### config.mk
export PLATFORM = sky130hd
export DESIGN_NAME = mem_req_sequencer
export DESIGN_NICKNAME = d
export VERILOG_FILES = /design/src/rtl/mem_seq_pkg.sv /design/src/rtl/mem_req_fifo.sv /design/src/rtl/mem_req_sequencer.sv
export SDC_FILE = /design/constraint.sdc
export NUM_CORES = 1
export LEC_CHECK = 0
export BUFFER_PORTS_ARGS = -buffer_cell sky130_fd_sc_hd__buf_2
export CAP_MARGIN = 20
export CORE_MARGIN = 2
export CORE_UTILIZATION = 40
export DETAILED_ROUTE_END_ITERATION = 7
export PLACE_DENSITY = 0.73
export REMOVE_ABC_BUFFERS = 1
export SKIP_CTS_REPAIR_TIMING = 1
export SLEW_MARGIN = 30
export SYNTH_ARGS = -nofsm -noshare
export SYNTH_HDL_FRONTEND = slang
export SYNTH_SLANG_ARGS = --single-unit
### constraint.sdc
create_clock -name clk -period 7 [get_ports clk]
set_input_delay 1.75 -clock clk [delete_from_list [all_inputs] [get_ports clk]]
set_output_delay 1.75 -clock clk [all_outputs]
set_load 0.03 [all_outputs]
### src/rtl/mem_seq_pkg.sv
// Shared definitions for the memory request sequencer.
//   ADDR_W    : memory address width (16 words)
//   DATA_W    : memory data width
//   mem_req_t : one buffered request {we, addr, wdata}
package mem_seq_pkg;

  localparam int ADDR_W = 4;
  localparam int DATA_W = 32;

  typedef struct packed {
    logic              we;
    logic [ADDR_W-1:0] addr;
    logic [DATA_W-1:0] wdata;
  } mem_req_t;

endpackage

### src/rtl/mem_req_fifo.sv
// In-order request buffer built from register storage, so the head entry
// is available combinationally in the same cycle it becomes the oldest.
// Ports:
//   clk, rst   : clock, asynchronous active-high reset
//   push       : write push_data (ignored when full, even with a pop)
//   push_data  : request to store
//   pop        : drop the head entry (ignored when empty)
//   full/empty : occupancy flags
//   head       : oldest stored request
module mem_req_fifo
  import mem_seq_pkg::*;
#(
  parameter int DEPTH = 4
) (
  input  logic     clk,
  input  logic     rst,
  input  logic     push,
  input  mem_req_t push_data,
  input  logic     pop,
  output logic     full,
  output logic     empty,
  output mem_req_t head
);

  localparam int PTR_W = $clog2(DEPTH);
  localparam int CNT_W = PTR_W + 1;

  logic [PTR_W-1:0] wr_ptr_q, wr_ptr_d;
  logic [PTR_W-1:0] rd_ptr_q, rd_ptr_d;
  logic [CNT_W-1:0] count_q, count_d;
  logic             do_push, do_pop;
  mem_req_t         mem_q [DEPTH];

  // Occupancy flags, qualified push/pop and next pointer/count values.
  always_comb begin
    full     = (count_q == CNT_W'(DEPTH));
    empty    = (count_q == '0);
    head     = mem_q[rd_ptr_q];
    do_push  = push && !full;
    do_pop   = pop && !empty;
    wr_ptr_d = wr_ptr_q;
    rd_ptr_d = rd_ptr_q;
    count_d  = count_q;
    // DEPTH is a power of two, so pointers wrap by natural overflow.
    if (do_push) begin
      wr_ptr_d = wr_ptr_q + PTR_W'(1);
    end else begin
      wr_ptr_d = wr_ptr_q;
    end
    if (do_pop) begin
      rd_ptr_d = rd_ptr_q + PTR_W'(1);
    end else begin
      rd_ptr_d = rd_ptr_q;
    end
    case ({do_push, do_pop})
      2'b10:   count_d = count_q + CNT_W'(1);
      2'b01:   count_d = count_q - CNT_W'(1);
      default: count_d = count_q;
    endcase
  end

  // Pointer and count registers.
  always_ff @(posedge clk or posedge rst) begin
    if (rst) begin
      wr_ptr_q <= '0;
      rd_ptr_q <= '0;
      count_q  <= '0;
    end else begin
      wr_ptr_q <= wr_ptr_d;
      rd_ptr_q <= rd_ptr_d;
      count_q  <= count_d;
    end
  end

  // Entry storage; cleared on reset so the head never carries stale data.
  always_ff @(posedge clk or posedge rst) begin
    if (rst) begin
      for (int i = 0; i < DEPTH; i++) begin
        mem_q[i] <= '0;
      end
    end else if (do_push) begin
      mem_q[wr_ptr_q] <= push_data;
    end
  end

endmodule

### src/rtl/mem_req_sequencer.sv
// Upstream command stage for a 16x32 memory. Buffers read/write requests
// in order, issues at most one memory operation per cycle from the FIFO
// head, and returns read data through a single-entry response register.
// Ports:
//   clk, rst                     : clock, asynchronous active-high reset
//   req_valid/req_ready          : request handshake
//   req_we/req_addr/req_wdata    : request payload (wdata ignored for reads)
//   rsp_valid/rsp_ready/rsp_rdata: read response handshake and data
//   mem_en/mem_re                : memory write / read enables (never both)
//   mem_addr/mem_wdata           : memory address and write data (0 when idle)
//   mem_rdata/mem_valid          : registered read data and its valid flag
//   rd_err                       : sticky flag, read returned without mem_valid
module mem_req_sequencer #(
  parameter int ADDR_W     = mem_seq_pkg::ADDR_W,
  parameter int DATA_W     = mem_seq_pkg::DATA_W,
  parameter int FIFO_DEPTH = 4
) (
  input  logic              clk,
  input  logic              rst,
  input  logic              req_valid,
  output logic              req_ready,
  input  logic              req_we,
  input  logic [ADDR_W-1:0] req_addr,
  input  logic [DATA_W-1:0] req_wdata,
  output logic              rsp_valid,
  input  logic              rsp_ready,
  output logic [DATA_W-1:0] rsp_rdata,
  output logic              mem_en,
  output logic              mem_re,
  output logic [ADDR_W-1:0] mem_addr,
  output logic [DATA_W-1:0] mem_wdata,
  input  logic [DATA_W-1:0] mem_rdata,
  input  logic              mem_valid,
  output logic              rd_err
);

  import mem_seq_pkg::*;

  logic              fifo_full, fifo_empty;
  logic              push, pop;
  logic              issue_wr, issue_rd;
  mem_req_t          req_in, head;
  logic              rd_pend_q, rd_pend_d;
  logic              rsp_valid_q, rsp_valid_d;
  logic [DATA_W-1:0] rsp_rdata_q, rsp_rdata_d;
  logic              rd_err_q, rd_err_d;

  mem_req_fifo #(
    .DEPTH (FIFO_DEPTH)
  ) u_fifo (
    .clk       (clk),
    .rst       (rst),
    .push      (push),
    .push_data (req_in),
    .pop       (pop),
    .full      (fifo_full),
    .empty     (fifo_empty),
    .head      (head)
  );

  // Request acceptance: a full buffer refuses even if the head pops now.
  always_comb begin
    req_ready    = !fifo_full;
    push         = req_valid && !fifo_full;
    req_in.we    = req_we;
    req_in.addr  = req_addr;
    req_in.wdata = req_wdata;
  end

  // Issue from the FIFO head. A read waits until the previous read has
  // returned and its response has been taken, so the single response
  // register can never be overwritten; writes are never blocked.
  always_comb begin
    issue_wr = 1'b0;
    issue_rd = 1'b0;
    if (!fifo_empty) begin
      if (head.we) begin
        issue_wr = 1'b1;
      end else if (!rd_pend_q && !rsp_valid_q) begin
        issue_rd = 1'b1;
      end else begin
        issue_rd = 1'b0;
      end
    end else begin
      issue_wr = 1'b0;
    end
    pop       = issue_wr || issue_rd;
    mem_en    = issue_wr;
    mem_re    = issue_rd;
    mem_addr  = pop ? head.addr : '0;
    mem_wdata = issue_wr ? head.wdata : '0;
  end

  // Read return and response hold. rd_pend marks the cycle in which the
  // memory presents the data captured at the end of the issue cycle.
  always_comb begin
    rd_pend_d   = issue_rd;
    rsp_valid_d = rsp_valid_q;
    rsp_rdata_d = rsp_rdata_q;
    if (rd_pend_q) begin
      rsp_valid_d = 1'b1;
      rsp_rdata_d = mem_rdata;
    end else if (rsp_valid_q && rsp_ready) begin
      rsp_valid_d = 1'b0;
    end else begin
      rsp_valid_d = rsp_valid_q;
    end
    // Data is still captured when mem_valid is missing; only the flag records it.
    rd_err_d  = rd_err_q || (rd_pend_q && !mem_valid);
    rsp_valid = rsp_valid_q;
    rsp_rdata = rsp_rdata_q;
    rd_err    = rd_err_q;
  end

  // Read-tracking, response and error registers.
  always_ff @(posedge clk or posedge rst) begin
    if (rst) begin
      rd_pend_q   <= 1'b0;
      rsp_valid_q <= 1'b0;
      rsp_rdata_q <= '0;
      rd_err_q    <= 1'b0;
    end else begin
      rd_pend_q   <= rd_pend_d;
      rsp_valid_q <= rsp_valid_d;
      rsp_rdata_q <= rsp_rdata_d;
      rd_err_q    <= rd_err_d;
    end
  end

endmodule

==> Flow_metrics.wiki, run 1 <==
{| class="wikitable"
! Metric !! Value
|-
| Launching element of the worst setup path || u_fifo.rd_ptr_q[1]
|-
| Total wire length || 18.0 mm
|-
| Pin count of the biggest net entering global routing || 136
|-
| Die Ht || 154 um
|-
| Switching part of the total || 37.7%
|-
| Total gr overflow || 0
|-
| Data arrival time at the worst-slack endpoint || 2710 ps
|-
| Number of different library cells in the post-synthesis netlist || 33
|-
| Routed vias || 4,880
|-
| Total leakage power || 5.16 nW
|-
| Outcome || complete, no violations
|-
| CTS root buf || clkbuf_16
|-
| Post-layout minimum cycle time || 4460 ps
|-
| First-pass GRT wire length || 29.2 mm
|-
| Maximum number of buffers from clock root to sink || 2
|-
| Relative max-transition margin || 42.2%
|-
| Sequential share of power || 33.5%
|-
| Clock share of power || 16.7%
|-
| Transition time at the pin with the least slew margin || 868 ps
|-
| Setup Slack @ Placement || 2910 ps
|-
| Routed wire length per instance || 18.8 um
|-
| Cell area after synthesis || 0.00904 mm^2
|-
| Power density over the cells || 576 mW/mm^2
|-
| Via count of the first global-routing pass || 5,166
|-
| Worst-Skew Late Latency || 420 ps
|-
| Number of standard-cell rows in the floorplan || 55
|-
| Required time worst endpoint || 5250 ps
|-
| Cell count of the worst hold path || 1
|-
| Setup TNS Final || 0 ps
|-
| Placed standard-cell area || 0.00982 mm^2
|-
| Final Skew || 12.9 ps
|-
| Number of maximum-capacitance violations || 0
|-
| Critical register-to-register path startpoint || u_fifo.rd_ptr_q[1]
|-
| Max-slew violation count || 0
|-
| DRC Markers || 0
|-
| Unrepaired setup endpoints after global routing || no
|-
| RD Place Congestion || 0.696
|-
| Buffers on Ports || 146
|-
| Synth Warn # || 0
|-
| Top-Level Pins || 147
|-
| Min-Delay Startpoint || rd_err
|-
| Kind of path behind the tightest hold check || flip-flop to flip-flop
|-
| First-pass iteration count of the detailed router || 4
|-
| Antenna violations before repair || 1
|-
| Maximum level of the CTS H-tree || 4
|-
| Initial core utilization || 40.3%
|-
| Final count of hold timing violations || 0
|-
| Average cell area after synthesis || 17.2 um^2
|-
| Switching Power || 2.26 mW
|-
| Number of clock buffers inserted by TritonCTS || 17
|-
| Horizontal die dimension || 154 um
|-
| CTS tree || built
|-
| Critical path endpoint category || output port
|-
| Final net count || 741
|-
| # setup viols final || 0
|-
| Layout overhead on the synthesized area || 15.3%
|-
| Flip-flop and latch count after synthesis || 190
|-
| Antenna violation net count after detailed routing || 0
|-
| Sort of element at the start of the critical path || flip-flop
|-
| Core box area || 0.0224 mm^2
|-
| Fraction of layout instances using a drive strength above 1 || 60.7%
|-
| Design internal power || 3.75 mW
|-
| # clock sinks || 190
|-
| DRT iter0 DRCs || 277
|-
| Most frequent standard cell in the layout excluding fill and tap cells || dfrtp_1
|-
| Minimum setup slack among reg-to-reg paths || 4140 ps
|-
| Cell count after synthesis || 527
|-
| Highest achievable clock rate || 224 MHz
|-
| Smallest setup slack after layout || 2540 ps
|-
| Post-route design area || 0.0104 mm^2
|-
| R2r worst-path depth || 7
|-
| Worst hold endpoint || rd_err
|-
| Reg-to-Reg End || u_fifo.count_q[1]
|-
| CP max FO || 34
|-
| Clock transition at path regs || 70 ps
|-
| IR Drop Worst-Case VDD || 0.000303 V
|-
| Die ar. || 0.0238 mm^2
|-
| Class of the most critical setup path || flip-flop to output port
|-
| Share of the clock period used by the worst path after layout || 63.7%
|-
| Via-per-instance ratio || 5.08
|-
| Top library cells by usage in the layout, fill and taps aside || dfrtp_1, buf_2, mux2_4
|-
| Global router's overall resource usage || 15.6%
|-
| Combinational group share of total power || 49.8%
|-
| Detailed Place HPWL || 11.0 mm
|-
| Sequential element share of the synthesized area || 52.6%
|-
| Share of the core filled with cells in the final layout || 46.5%
|}
cell usage after synthesis:
| master | number | area [um^2] |
|---|---|---|
| dfrtp_1 | 190 | 4750 |
| mux2_4 | 120 | 1800 |
| mux2_2 | 61 | 687 |
| mux4_2 | 37 | 833 |
| and3_1 | 32 | 200 |
| buf_12 | 12 | 240 |
| buf_2 | 9 | 45.0 |
| inv_1 | 9 | 33.8 |
| clkbuf_1 | 8 | 30.0 |
| ha_1 | 5 | 62.6 |
| nor3b_1 | 5 | 37.5 |
| nand2_1 | 4 | 15.0 |
| nand3_4 | 4 | 70.1 |
| buf_4 | 3 | 22.5 |
| nor2_1 | 3 | 11.3 |
| a21o_1 | 2 | 15.0 |
| buf_1 | 2 | 7.51 |
| mux2i_1 | 2 | 20.0 |
| nand3_1 | 2 | 10.0 |
| nor3_1 | 2 | 10.0 |
| xnor2_1 | 2 | 17.5 |
| xor2_1 | 2 | 17.5 |
| a211o_1 | 1 | 8.76 |
| a31o_2 | 1 | 8.76 |
| buf_6 | 1 | 11.3 |
| fa_1 | 1 | 20.0 |
| o2111ai_1 | 1 | 8.76 |
| o211a_1 | 1 | 10.0 |
| o21a_1 | 1 | 7.51 |
| o21ai_0 | 1 | 5.00 |
| or2_2 | 1 | 6.26 |
| or3_2 | 1 | 7.51 |
| or3b_1 | 1 | 8.76 |
power groups by stage:
| stage | combinational, mW | sequential (mW) | clock (mW) |
|---|---|---|---|
| floorplan | 2.10 | 2.19 | 0 |
| CTS | 3.03 | 2.01 | 1.03 |
| finish | 2.99 | 2.01 | 1.00 |
| global route | 3.18 | 2.09 | 1.08 |
| global placement | 2.96 | 2.00 | 0 |
| detailed placement | 3.02 | 2.02 | 0 |
flip-flops by register name (all words and copies together), names as in the netlist:
name	cells
u_fifo.wr_ptr_q	2
rd_pend_q	1
rsp_rdata	32
rd_err	1
rsp_valid	1
u_fifo.mem_q	148
u_fifo.rd_ptr_q	2
u_fifo.count_q	3
worst max-delay path: stages (launching register included):
cell	delay, ps
dfrtp_2	870
mux4_2	730
nor3_1	410
buf_2	270
logic make-up (layout without fill, tap and decap cells):
kind of cell	Yosys count	after routing	share of synthesized area (%)
mux	220	220	36.9
flops	190	190	52.6
simple gates	55	55	4.16
buf+inv	44	191	4.32
compound gates	8	8	0.705
fa+ha+maj	6	6	0.913
xor+xnor	4	4	0.387
other cells	0	1	0
metrics by stage:
stage | std cells | total power [mW] | hold slack [ps]
final | 960 | 6.01 | 464
after detailed placement | 927 | 5.04 | 442
after global placement | 927 | 4.97 | 437
after CTS | 959 | 6.07 | 469
after global routing | 959 | 6.35 | 498
after floorplan | 492 | 4.28 | 470
worst max-delay path by stage:
stage | end | slack, ps | cells after the start
6_report | mem_re | 2540 | 3
5_1_grt | mem_re | 2310 | 3
4_1_cts | mem_re | 2440 | 3
3_5_place_dp | mem_re | 2910 | 3
3_3_place_gp | mem_re | 2960 | 3
2_1_floorplan | rd_err | 80 | 1
per-layer routing:
metal	part of all wire (%)	global-route usage, %	vias up
li1	-	-	2197
met1	47	22.1	2542
met2	47	24.5	126
met3	4.8	3.25	15
met4	1.1	4.54	0
met5	0	0	-
area by class of cell:
type                    count  area (um^2)
flip-flops and latches    190         4760
diodes                      1         2.50
repair buffers            150          761
fillers                  1964        12000
multi-input cells         293         3900
clock inverters            12          149
clock buffers              20          457
inverters                   9         46.3
well taps                 285          357
Note: power is estimated with default switching activity, not from simulation.
==> run 2, diff against run 1 <==
==> constraint.sdc (replaced) <==
create_clock -name clk -period 3.9 [get_ports clk]
set_input_delay 0.975 -clock clk [delete_from_list [all_inputs] [get_ports clk]]
set_output_delay 0.975 -clock clk [all_outputs]
set_load 0.03 [all_outputs]
==> Flow_metrics.wiki, run 2 (synthesis gave the netlist of run 1 again) <==
{| class="wikitable"
! Metric !! Value
|-
| Outcome || complete, no violations
|-
| Antenna violations before repair || 1 (unchanged)
|-
| Filler-free cell count of the finished design || 963 (+0.31%)
|-
| Highest achievable clock rate || 306 MHz
|-
| Core box area || 0.0224 mm^2 (unchanged)
|-
| Total leakage power || 5.19 nW (+0.49%)
|-
| CP max FO || 34 (unchanged)
|-
| Maximum number of buffers from clock root to sink || 2 (unchanged)
|-
| Die Ht || 154 um (unchanged)
|-
| Unrepaired setup endpoints after global routing || no
|-
| Switching part of the total || 38.5% (+0.81 points)
|-
| Area of combinational cells with multiple inputs || 0.00390 mm^2 (unchanged)
|-
| Buffers on Ports || 146 (unchanged)
|-
| Worst-Skew Late Latency || 440 ps (+20 ps)
|-
| Fill count || 1,942 (-1.1%)
|-
| Final count of hold timing violations || 0 (unchanged)
|-
| DRT iter0 DRCs || 229 (-17%)
|-
| Critical path, cell by cell || mux4_2 > nor3_1 > buf_2
|-
| IR Drop Worst-Case VDD || 0.000448 V (+48%)
|-
| Antenna violation net count after detailed routing || 0 (unchanged)
|-
| Horizontal die dimension || 154 um (unchanged)
|-
| Data arrival time at the worst-slack endpoint || 2300 ps (-410 ps)
|-
| DRC Markers || 0 (unchanged)
|-
| Number of buffers and inverters on the critical path || 1 (unchanged)
|-
| Combinational group share of total power || 50.4% (+0.6 points)
|-
| Power density over the cells || 1030 mW/mm^2 (+78%)
|-
| Final Skew || 10.6 ps (-2.33 ps)
|-
| Top library cells by usage in the layout, fill and taps aside || dfrtp_1, buf_2, mux2_4
|-
| Total wire length || 17.9 mm (-0.70%)
|-
| Routed wire length per instance || 18.6 um (-1.0%)
|-
| Biggest cell delay along the critical path || 840 ps (-30 ps)
|-
| Final net count || 744 (+0.40%)
|-
| Sequential share of power || 33.1% (-0.4 points)
|-
| RD Place Congestion || 0.702 (+0.91%)
|-
| Detailed Place HPWL || 11.0 mm (+0.36%)
|-
| Placed standard-cell area || 0.00986 mm^2 (+0.48%)
|-
| Via count of the first global-routing pass || 5,202 (+0.70%)
|-
| Placed Instances || 930 (+0.32%)
|-
| Top-Level Pins || 147 (unchanged)
|-
| Number of standard-cell rows in the floorplan || 55 (unchanged)
|-
| Register with the most flip-flops || u_fifo.mem_q
|-
| CP max stage cell || mux4_2
|-
| Max-slew violation count || 0 (unchanged)
|-
| First-pass GRT wire length || 29.3 mm (+0.52%)
|-
| Post-route design area || 0.0105 mm^2 (+0.44%)
|-
| Initial core utilization || 40.3% (unchanged)
|-
| Share of the clock period used by the worst path after layout || 83.9%
|-
| First-pass iteration count of the detailed router || 4 (unchanged)
|-
| Maximum level of the CTS H-tree || 4 (unchanged)
|-
| Number of maximum-capacitance violations || 0 (unchanged)
|-
| Number of clock buffers inserted by TritonCTS || 17 (unchanged)
|-
| Class of the most critical setup path || flip-flop to output port
|-
| Critical path endpoint category || output port
|-
| CTS tree || built
|-
| Switching Power || 4.14 mW (+83%)
|-
| Die ar. || 0.0238 mm^2 (unchanged)
|-
| Via-per-instance ratio || 5.09 (+0.16%)
|-
| Routed vias || 4,903 (+0.47%)
|-
| Pin count of the biggest net entering global routing || 96 (-29%)
|-
| Kind of path behind the tightest hold check || flip-flop to flip-flop
|-
| Design internal power || 6.61 mW (+77%)
|-
| Hold Worst Slack || 480 ps (+15.6 ps)
|-
| Transition time at the pin with the least slew margin || 891 ps (+22.9 ps)
|-
| Total gr overflow || 0 (unchanged)
|-
| Clock share of power || 16.5% (-0.2 points)
|-
| Relative max-transition margin || 40.6% (-1.5 points)
|-
| Layout overhead on the synthesized area || 15.8%
|-
| Sort of element at the start of the critical path || flip-flop
|-
| Fraction of layout instances using a drive strength above 1 || 61.0% (+0.32 points)
|-
| CTS root buf || clkbuf_16
|-
| Storage element area || 0.00476 mm^2 (unchanged)
|-
| # clock sinks || 190 (unchanged)
|-
| Delay-heaviest family, CP || multiplexers
|-
| Required time worst endpoint || 2920 ps (-2330 ps)
|-
| # setup viols final || 0 (unchanged)
|-
| Most frequent standard cell in the layout excluding fill and tap cells || dfrtp_1
|-
| Max FFs per register || 148 (unchanged)
|-
| Share of the core filled with cells in the final layout || 46.7% (+0.21 points)
|-
| Post-layout minimum cycle time || 3270 ps
|-
| Global router's overall resource usage || 15.7% (+0.081 points)
|-
| Clock transition at path regs || 90 ps (+20 ps)
|}
[run 2: area by class of cell]
cell class | count | share of cell area [%]
diodes | 1 | 0.0239
clock buffers | 17 | 4.06
clock inverters | 15 | 1.76
inverters | 9 | 0.394
multi-input cells | 293 | 37.2
flip-flops and latches | 190 | 45.4
well taps | 285 | 3.40
repair buffers | 153 | 7.72
[run 2: worst reg2reg max path, cell delays in order (launching register included)]
cell and delay [ps]:
dfrtp_1 420, or3b_1 600, nand3_4 460, buf_4 460, mux2_2 400
[run 2: stage by stage]
| stage | worst slack, ps | setup TNS (ps) | power [mW] |
|---|---|---|---|
| 2_1_floorplan | -2250 | -426700 | 7.69 |
| 3_3_place_gp | 1120 | 0 | 8.95 |
| 3_5_place_dp | 1080 | 0 | 9.05 |
| 4_1_cts | 603 | 0 | 10.9 |
| 5_1_grt | 538 | 0 | 11.4 |
| 6_report | 628 | 0 | 10.8 |
[run 2: power groups by stage]
stage | clock, mW | combinational [mW] | sequential, mW
floorplan | 0 | 3.76 | 3.93
global placement | 0 | 5.40 | 3.55
detailed placement | 0 | 5.47 | 3.57
CTS | 1.82 | 5.49 | 3.55
global route | 1.90 | 5.78 | 3.69
finish | 1.78 | 5.42 | 3.56
[run 2: layer usage]
layer	GRT usage, %	share of wire (%)	wire length [um]	vias to the layer above
li1	-	-	-	2205
met1	23.3	49	8850	2582
met2	23.4	46	8160	101
met3	3.19	4.0	710	15
met4	4.76	1.0	182	0
met5	0	0	0	-
[run 2: worst paths after layout]
check | from | to | slack, ps | depth (start not counted)
setup / recovery | u_fifo.rd_ptr_q[0] | mem_re | 630 | 3
hold / removal | rd_err | rd_err | 480 | 1
setup reg to reg | u_fifo.count_q[1] | u_fifo.mem_q[105] | 1450 | 4
hold reg to reg | rd_err | rd_err | 480 | 1
max in group asynchronous | rst | rsp_rdata[2] | 2380 | 3
min in group asynchronous | rst | u_fifo.mem_q[96] | 640 | 2
